[src/rtl/mips_pkg.sv]
`default_nettype none
// ============================================================================
// Module  : mips_pkg
// Purpose : Shared definitions for the MIPS fetch path: fetch FSM state
//           encodings, next-PC select codes, instruction size and the
//           word-alignment mask applied to redirect targets.
// Ports   : none (package)
// Rev     : 1.0  initial release
// ============================================================================
package mips_pkg;

   // Fetch control FSM states
   typedef enum logic [1:0] {
      FETCH_IDLE  = 2'd0,
      FETCH_RUN   = 2'd1,
      FETCH_DRAIN = 2'd2,
      FETCH_HALT  = 2'd3
   } fetch_state_e;

   // Next-PC source selected by the fetch FSM
   typedef enum logic [1:0] {
      PC_SEL_HOLD   = 2'd0,
      PC_SEL_SEQ    = 2'd1,
      PC_SEL_BRANCH = 2'd2,
      PC_SEL_JUMP   = 2'd3
   } pc_sel_e;

   localparam int INST_BYTES = 4;

   // Wide enough for any PC width up to 64 bits; users slice the low bits.
   localparam logic [63:0] PC_ALIGN_MASK = ~64'd3;

endpackage : mips_pkg
`default_nettype wire

[src/rtl/pc_next_mux.sv]
`default_nettype none
// ============================================================================
// Module  : pc_next_mux
// Purpose : Combinational next-PC select. Redirect targets are forced to a
//           word boundary; the sequential path adds INST_BYTES and wraps
//           modulo 2^NBITS.
// Ports   : i_pc            current PC
//           i_branch_target branch destination (unaligned allowed)
//           i_jump_target   jump destination (unaligned allowed)
//           i_sel           next-PC source
//           o_pc_next       selected next PC
//           o_pc_plus4      i_pc + INST_BYTES
// Rev     : 1.0  initial release
// ============================================================================
module pc_next_mux
   import mips_pkg::*;
#(
   parameter int NBITS = 32
) (
   input  logic [NBITS-1:0] i_pc,
   input  logic [NBITS-1:0] i_branch_target,
   input  logic [NBITS-1:0] i_jump_target,
   input  pc_sel_e          i_sel,
   output logic [NBITS-1:0] o_pc_next,
   output logic [NBITS-1:0] o_pc_plus4
);

   localparam logic [NBITS-1:0] c_ALIGN_MASK = PC_ALIGN_MASK[NBITS-1:0];

   always_comb begin
      o_pc_plus4 = i_pc + NBITS'(INST_BYTES);
      case (i_sel)
         PC_SEL_SEQ:    o_pc_next = o_pc_plus4;
         PC_SEL_BRANCH: o_pc_next = i_branch_target & c_ALIGN_MASK;
         PC_SEL_JUMP:   o_pc_next = i_jump_target & c_ALIGN_MASK;
         default:       o_pc_next = i_pc;
      endcase
   end

endmodule : pc_next_mux
`default_nettype wire

[src/rtl/pc_fetch_ctrl.sv]
`default_nettype none
// ============================================================================
// Module  : pc_fetch_ctrl
// Purpose : Instruction-fetch control. Owns the PC, applies branch/jump
//           redirects (flushing IF/ID), holds on stalls, and drains the pipe
//           for HALT_DRAIN cycles before committing a HALT so that a late
//           older-branch redirect can squash a wrong-path HALT.
// Ports   : i_clk, i_rst_n      clock / async active-low reset
//           i_enable            debug run/step enable (0 freezes the block)
//           i_pcSrc, i_branch_target  resolved branch taken + target
//           i_jump, i_jump_target     jump decoded in ID + target
//           i_stall             load-use stall, holds PC
//           i_halt              HALT decoded in ID
//           o_pc, o_pc_plus4    fetch address (reg) and +4 (comb)
//           o_valid             fetched instruction valid (reg)
//           o_flush_ifid        clear IF/ID at next edge (comb)
//           o_halted            processor halted (reg)
//           o_redirect_cnt      saturating redirect count, only when
//                               PC_FETCH_REDIRECT_CNT_EN is defined
// Rev     : 1.0  initial release
// ============================================================================
module pc_fetch_ctrl
   import mips_pkg::*;
#(
   parameter int               NBITS      = 32,
   parameter logic [NBITS-1:0] RESET_PC   = '0,
   parameter int               HALT_DRAIN = 2
) (
   input  logic             i_clk,
   input  logic             i_rst_n,
   input  logic             i_enable,
   input  logic             i_pcSrc,
   input  logic [NBITS-1:0] i_branch_target,
   input  logic             i_jump,
   input  logic [NBITS-1:0] i_jump_target,
   input  logic             i_stall,
   input  logic             i_halt,
   output logic [NBITS-1:0] o_pc,
   output logic [NBITS-1:0] o_pc_plus4,
   output logic             o_valid,
   output logic             o_flush_ifid,
`ifdef PC_FETCH_REDIRECT_CNT_EN
   output logic [31:0]      o_redirect_cnt,
`endif
   output logic             o_halted
);

   // Counter is loaded with HALT_DRAIN-1 and HALT is entered on the edge
   // that sees it at zero, giving exactly HALT_DRAIN edges after i_halt.
   localparam logic [2:0] c_DRAIN_INIT = 3'(HALT_DRAIN - 1);

   fetch_state_e     state_q, state_d;
   logic [2:0]       cnt_q, cnt_d;
   logic [NBITS-1:0] pc_q, pc_d;
   pc_sel_e          w_sel;
   logic             w_flush;
   logic             w_redirect;

   pc_next_mux #(
      .NBITS (NBITS)
   ) u_next (
      .i_pc            (pc_q),
      .i_branch_target (i_branch_target),
      .i_jump_target   (i_jump_target),
      .i_sel           (w_sel),
      .o_pc_next       (pc_d),
      .o_pc_plus4      (o_pc_plus4)
   );

   always_comb begin
      state_d    = state_q;
      cnt_d      = cnt_q;
      w_sel      = PC_SEL_HOLD;
      w_flush    = 1'b0;
      w_redirect = 1'b0;
      if (i_enable) begin
         case (state_q)
            FETCH_IDLE: begin
               state_d = FETCH_RUN;
            end
            FETCH_RUN: begin
               if (i_pcSrc) begin
                  w_sel      = PC_SEL_BRANCH;
                  w_flush    = 1'b1;
                  w_redirect = 1'b1;
               end else if (i_jump) begin
                  w_sel      = PC_SEL_JUMP;
                  w_flush    = 1'b1;
                  w_redirect = 1'b1;
               end else if (i_halt) begin
                  cnt_d   = c_DRAIN_INIT;
                  state_d = FETCH_DRAIN;
               end else if (!i_stall) begin
                  w_sel = PC_SEL_SEQ;
               end
            end
            FETCH_DRAIN: begin
               // Only an older branch can still redirect; it squashes HALT.
               if (i_pcSrc) begin
                  w_sel      = PC_SEL_BRANCH;
                  w_flush    = 1'b1;
                  w_redirect = 1'b1;
                  state_d    = FETCH_RUN;
               end else if (cnt_q == 3'd0) begin
                  state_d = FETCH_HALT;
               end else begin
                  cnt_d = cnt_q - 3'd1;
               end
            end
            default: begin
               // FETCH_HALT: sticky until reset
            end
         endcase
      end
   end

   always_ff @(posedge i_clk or negedge i_rst_n) begin
      if (!i_rst_n) begin
         state_q <= FETCH_IDLE;
         cnt_q   <= 3'd0;
         pc_q    <= RESET_PC;
      end else begin
         state_q <= state_d;
         cnt_q   <= cnt_d;
         pc_q    <= pc_d;
      end
   end

`ifdef PC_FETCH_REDIRECT_CNT_EN
   logic [31:0] redirect_cnt_q;

   always_ff @(posedge i_clk or negedge i_rst_n) begin
      if (!i_rst_n) begin
         redirect_cnt_q <= 32'd0;
      end else if (w_redirect && (redirect_cnt_q != 32'hFFFF_FFFF)) begin
         redirect_cnt_q <= redirect_cnt_q + 32'd1;
      end
   end

   assign o_redirect_cnt = redirect_cnt_q;
`else
   logic w_unused;
   assign w_unused = w_redirect;
`endif

   assign o_pc         = pc_q;
   assign o_valid      = (state_q == FETCH_RUN);
   assign o_halted     = (state_q == FETCH_HALT);
   assign o_flush_ifid = w_flush;

endmodule : pc_fetch_ctrl
`default_nettype wire

[config.mk]
export PLATFORM = sky130hd
export DESIGN_NAME = pc_fetch_ctrl
export DESIGN_NICKNAME = d
export VERILOG_FILES = /design/src/rtl/mips_pkg.sv /design/src/rtl/pc_next_mux.sv /design/src/rtl/pc_fetch_ctrl.sv
export SDC_FILE = /design/constraint.sdc
export NUM_CORES = 1
export LEC_CHECK = 0
export BUFFER_PORTS_ARGS = -buffer_cell sky130_fd_sc_hd__buf_2
export CAP_MARGIN = 20
export CORE_UTILIZATION = 25
export CTS_CLUSTER_DIAMETER = 150
export DETAILED_ROUTE_END_ITERATION = 7
export HOLD_SLACK_MARGIN = 0.05
export PLACE_DENSITY = 0.54
export SLEW_MARGIN = 40
export SYNTH_ARGS = -nofsm -noshare
export SYNTH_HDL_FRONTEND = slang
export SYNTH_SLANG_ARGS = --single-unit
[constraint.sdc]
create_clock -name i_clk -period 2.7 [get_ports i_clk]
set_clock_uncertainty 0.15 [all_clocks]
set_input_delay 0 -clock i_clk [delete_from_list [all_inputs] [get_ports i_clk]]
set_output_delay 0 -clock i_clk [all_outputs]
set_load 0.01 [all_outputs]
# Word level (Yosys, flattened, before mapping)

Cells that the tools add are included.

Memory bits (writable): 0
Logic and storage cells: 49
Input port bits: 71
Output and inout port bits: 67
Bits in read-only memories: 0
Register bits after elaboration: 37
Memories: 0
Latch bits: 0

Divide/modulo/power cells: 0
Shift-type cells: 0
Bitwise gates (word level): 0
Multipliers: 0
Equality and inequality tests: 12
$lt $le $gt $ge: 0
Reductions and logical operators: 7
$add $sub $neg: 2
Multiplexer cells: 25

Operators by type and width:

| operator                                            | number |
|---|---|
| one-hot mux 32 bit (3 select lines)                 | 1 |
| adder 32 x 3 -> 32 bit, second input constant       | 1 |
| 2-to-1 mux 2 bit                                    | 9 |
| 2-to-1 mux 3 bit                                    | 5 |
| inequality test 2 bit, second input constant        | 5 |
| equality test 2 bit, second input constant          | 4 |
| AND reduction 7 bit                                 | 1 |
| 2-to-1 mux 1 bit                                    | 6 |
| one-hot mux 2 bit (3 select lines)                  | 1 |
| one-hot mux 3 bit (2 select lines)                  | 1 |
| AND reduction 6 bit                                 | 1 |
| nonzero test 3 bit                                  | 2 |
| equality test 2 x 1 -> 1 bit, second input constant | 2 |
| one-hot mux 2 bit (2 select lines)                  | 1 |
| zero test 3 bit                                     | 1 |
| inequality test 3 bit, second input constant        | 1 |
| subtractor 3 x 1 -> 3 bit, second input constant    | 1 |
| zero test 2 bit                                     | 1 |
| one-hot mux 1 bit (2 select lines)                  | 1 |
| nonzero test 2 bit                                  | 1 |

# Longest topological paths before layout

Depth in word-level cells: 8
Gate-level depth with buffers: 8
Depth with buffers taken out: 7

# Modules after synthesis

From an unflattened synthesis, not the netlist that was laid out.

Cells, all modules: 323
Area, all modules: 3072.9 um^2

Modules (own cells, without submodules):

| module        | area an instance (um^2) | cells each | sequential area each (um^2) | instances |
|---|---|---|---|---|
| pc_next_mux   | 1866.8                  | 250        | 0.0                         | 1 |
| pc_fetch_ctrl | 1206.2                  | 73         | 925.9                       | 1 |

# Worst setup path after synthesis

Ideal clock, no wire load.

Path type: register to register
Start: reg pc_q[2], in the netlist o_pc[2]
End: reg pc_q[28], in the netlist o_pc[28]
Library setup time: 119 ps
Cell stages (with the launch flop): 7
Arrival: 1793 ps
Data required time: 2431 ps
Slack: 638 ps
Period minus slack after synthesis: 2062 ps
Buffers on the path: 0
Cells stage by stage: dfrtp_1 > ha_1 > nand3_1 > nor3_2 > nand4_1 > xnor2_1 > o21a_1

Word-level cells in the longest chain between the ends: 2

RTL lines:

| what                                | line                 | RTL |
|---|---|---|
| start: declaration                  | pc_fetch_ctrl.sv:54  | `logic [NBITS-1:0] pc_q, pc_d;` |
| start signal: assignment            | pc_fetch_ctrl.sv:125 | `pc_q <= pc_d;` |
| adder 32 x 3 -> 32 bit              | pc_next_mux.sv:31    | `o_pc_plus4 = i_pc + NBITS'(INST_BYTES);` |
| one-hot mux 32 bit (3 select lines) | pc_next_mux.sv:32    | `case (i_sel)` |

No other way between the ends.
A chain may end at the register's enable or synchronous reset.

# Worst setup path in the final report

Start: reg state_q[1]
End: reg pc_q[4], in the netlist o_pc[4]

Word-level cells in the longest chain between the ends: 5
Elaborated cells on any way between the ends: 9
Those cells by class: eq/ne: 5; mux: 3; reduce/logical: 1

RTL lines:

| what                                                                      | line                 | RTL |
|---|---|---|
| start: declaration                                                        | pc_fetch_ctrl.sv:52  | `fetch_state_e state_q, state_d;` |
| start signal: assignment                                                  | pc_fetch_ctrl.sv:123 | `state_q <= state_d;` |
| equality test 2 bit or equality test 2 x 1 -> 1 bit (tied branches)       | pc_fetch_ctrl.sv:77  | `case (state_q)` |
| one-hot mux 2 bit (2 select lines) *                                      | pc_fetch_ctrl.sv:77  |  |
| 2-to-1 mux 2 bit *                                                        | pc_fetch_ctrl.sv:76  | `if (i_enable) begin` |
| equality test 2 bit or equality test 2 x 1 -> 1 bit (tied branches)       | pc_next_mux.sv:32    |  |
| one-hot mux 32 bit (3 select lines) or nonzero test 3 bit (tied branches) | --                   |  |

Every way passes the cells marked *; elsewhere a longest branch is shown, timed or not.

==> impl_metrics.ini <==
[power_and_ir_drop]
power.total_w = 0.00407
power_density_nw_per_um2 = 898
p_leak_nw = 1.91
peakVddDrop_uv = 340

[timing]
fmaxAchievable_mhz = 393
maxSlewViolCount = 0
fin_crit_ns = 2.54
period_share_pct = 94.2
worst_pin_slew_ns = 0.599
relSlewSlack_pct = 60.1
fin_tns_setup_ns = 0
final-hold-violation-count = 0
setup_viol = 0
rsz0062_at_grt = no

[layout]
final_cell_mix = 128 x buf_2, 85 x nand2_1, 61 x dlygate4sd3_1
drive_above_1_share_pct = 29.6
diodes = 0
area_delta_synth_final_pct = 56.6
post-route-util_pct = 41.0
fin_area_um2 = 4530
nNetsFinal = 636
final_common_cell = buf_2
instances_no_fill = 698

[placement]
gp_congestion = 0.832
placed_cells = 625
io_buffers = 129
hpwl_mm = 6.79
post_dp_cell_area_um2 = 3730

[drt]
dr_total_vias = 3216
remaining_drc_errors = 0
drtAntennaViolNets = 0
wl_per_cell_um = 13.9
first_pass_iters = 4
viasPerCell = 4.61
drt_iter0_drc = 109
wl_mm = 9.71

[floorplanning]
core_um2 = 11000
start_util_pct = 26.2
dieArea_um2 = 12000
die_h_um = 110
std_cell_rows = 38
ios = 138
die_w_um = 110

[setup_path]
cp-end-kind = register
worstPathRequired_ns = 2.72
critPathLaunchType = register
worstSetupPathType = reg -> reg
worstPathMaxFanout = 14
arrival_ns = 2.56
r2r_slack_ns = 0.16

[clock_tree]
htree_num_levels = 2
clkTransAtPathRegs_ns = 0.06
tritoncts = done
cts_buffers = 5
clk_path_buf_depth = 2
insertion_delay_ns = 0.28
clock-sinks = 35
root_buffer = clkbuf_16

[logic_synthesis]
yosysTopAreaCell = dfrtp_1
synth_ff_type = dfrtp_1
async_flop_share_pct = 100
synth_area_leaders = dfrtp_1 30%, xnor2_1 12%, nand2_1 11%
synth_area_um2 = 2890
synth_warnings = 0
synth_seq_cells = 35
postSynthCellCount = 367
synth_edf_count = 0
synth_top_area_share_pct = 30.3
synth_area_per_cell_um2 = 7.88
ys_types = 46
yosysSeqAreaShare_pct = 30.3

[global_routing]
grt_pass1_vias = 3050
grt_max_degree = 61
antenna_found_initial = 0
grt-ovfl-total = 0
grt_pass1_wl_mm = 15.0
grt_usage_pct = 16.1

[run]
cap_violations = 0

[min_path]
hold_path_class = in -> async

[status]
status = completed
## kinds of logic after synthesis
group / count (synthesis) / share of synthesized area [%]
flip-flops: 35 / 30.3
AND/OR/NAND/NOR: 184 / 31.7
adder cells (fa/ha/maj): 8 / 3.46
multiplexers: 4 / 1.47
XOR/XNOR: 53 / 16.1
other: 1 / 0.130
buffers and inverters: 35 / 5.58
AO/OA/AOI/OAI: 47 / 11.3
## through the flow
step           hold WS (ns)  worst slack (ns)
6_report             0.0710             0.155
5_1_grt               0.146            0.0303
2_1_floorplan        -0.446             0.638
4_1_cts              0.0936            0.0473
3_5_place_dp         -0.144             0.448
3_3_place_gp        0.00221             0.472
## power by group
part	internal [W]	switching, W
Clock	0.000341	0.000227
Sequential	0.000767	0.000427
Combinational	0.00114	0.00117
## synthesized netlist by cell type (all sizes together) (6+ instances only)
cell type / n
nand2: 85
nand3: 42
xnor2: 41
dfrtp: 35
o21a: 24
nand4: 15
clkbuf: 14
buf: 13
xor2: 12
nor2: 10
ha: 8
inv: 8
nor3: 8
o21ai: 7
and3: 6
## sequential cells by signal, summed over array words and instances (netlist names)
name     count
cnt_q        3
o_pc        30
state_q      2
## final timing paths
path	startpoint	end	depth (start not counted)
setup / recovery	state_q[1]	o_pc[4]	8
min in group i_clk	i_enable	state_q[1]	4
setup reg to reg	state_q[1]	o_pc[4]	8
hold / removal	i_rst_n	state_q[0]	2
hold reg to reg	cnt_q[1]	cnt_q[1]	2
max in group asynchronous	i_rst_n	o_pc[11]	2
## final cells by class
| cell class | count | area, um2 |
|---|---|---|
| clock buffers | 6 | 129 |
| clock inverters | 2 | 12.5 |
| fillers | 1156 | 6500 |
| inverters | 8 | 30.0 |
| multi-input cells | 301 | 1910 |
| flip-flops and latches | 35 | 876 |
| well taps | 140 | 175 |
| repair buffers | 206 | 1390 |
## critical path, cell delays in order, from the launching register on
cell and delay (ns):
dfrtp_1 0.42, inv_1 0.10, ha_2 0.29, o2111a_2 0.32
buf_4 0.23, nand3_1 0.09, a21oi_1 0.20, a31oi_1 0.06
dlygate4sd3_1 0.57
## layer usage
metal / GRT usage (%) / wire length (um)
met1: 20.6 / 4520
met2: 28.8 / 4840
met3: 2.07 / 283
met4: 3.52 / 69
met5: 0 / 0
## what timing repair did
action / in CTS / in global routing
setup endpoints to repair: 0 / 19
hold endpoints to repair: 65 / 0
setup buffers: 0 / 3
hold buffers: 61 / 0
resized for setup: 0 / 2
No activity file was read; power rests on OpenSTA's default activity.
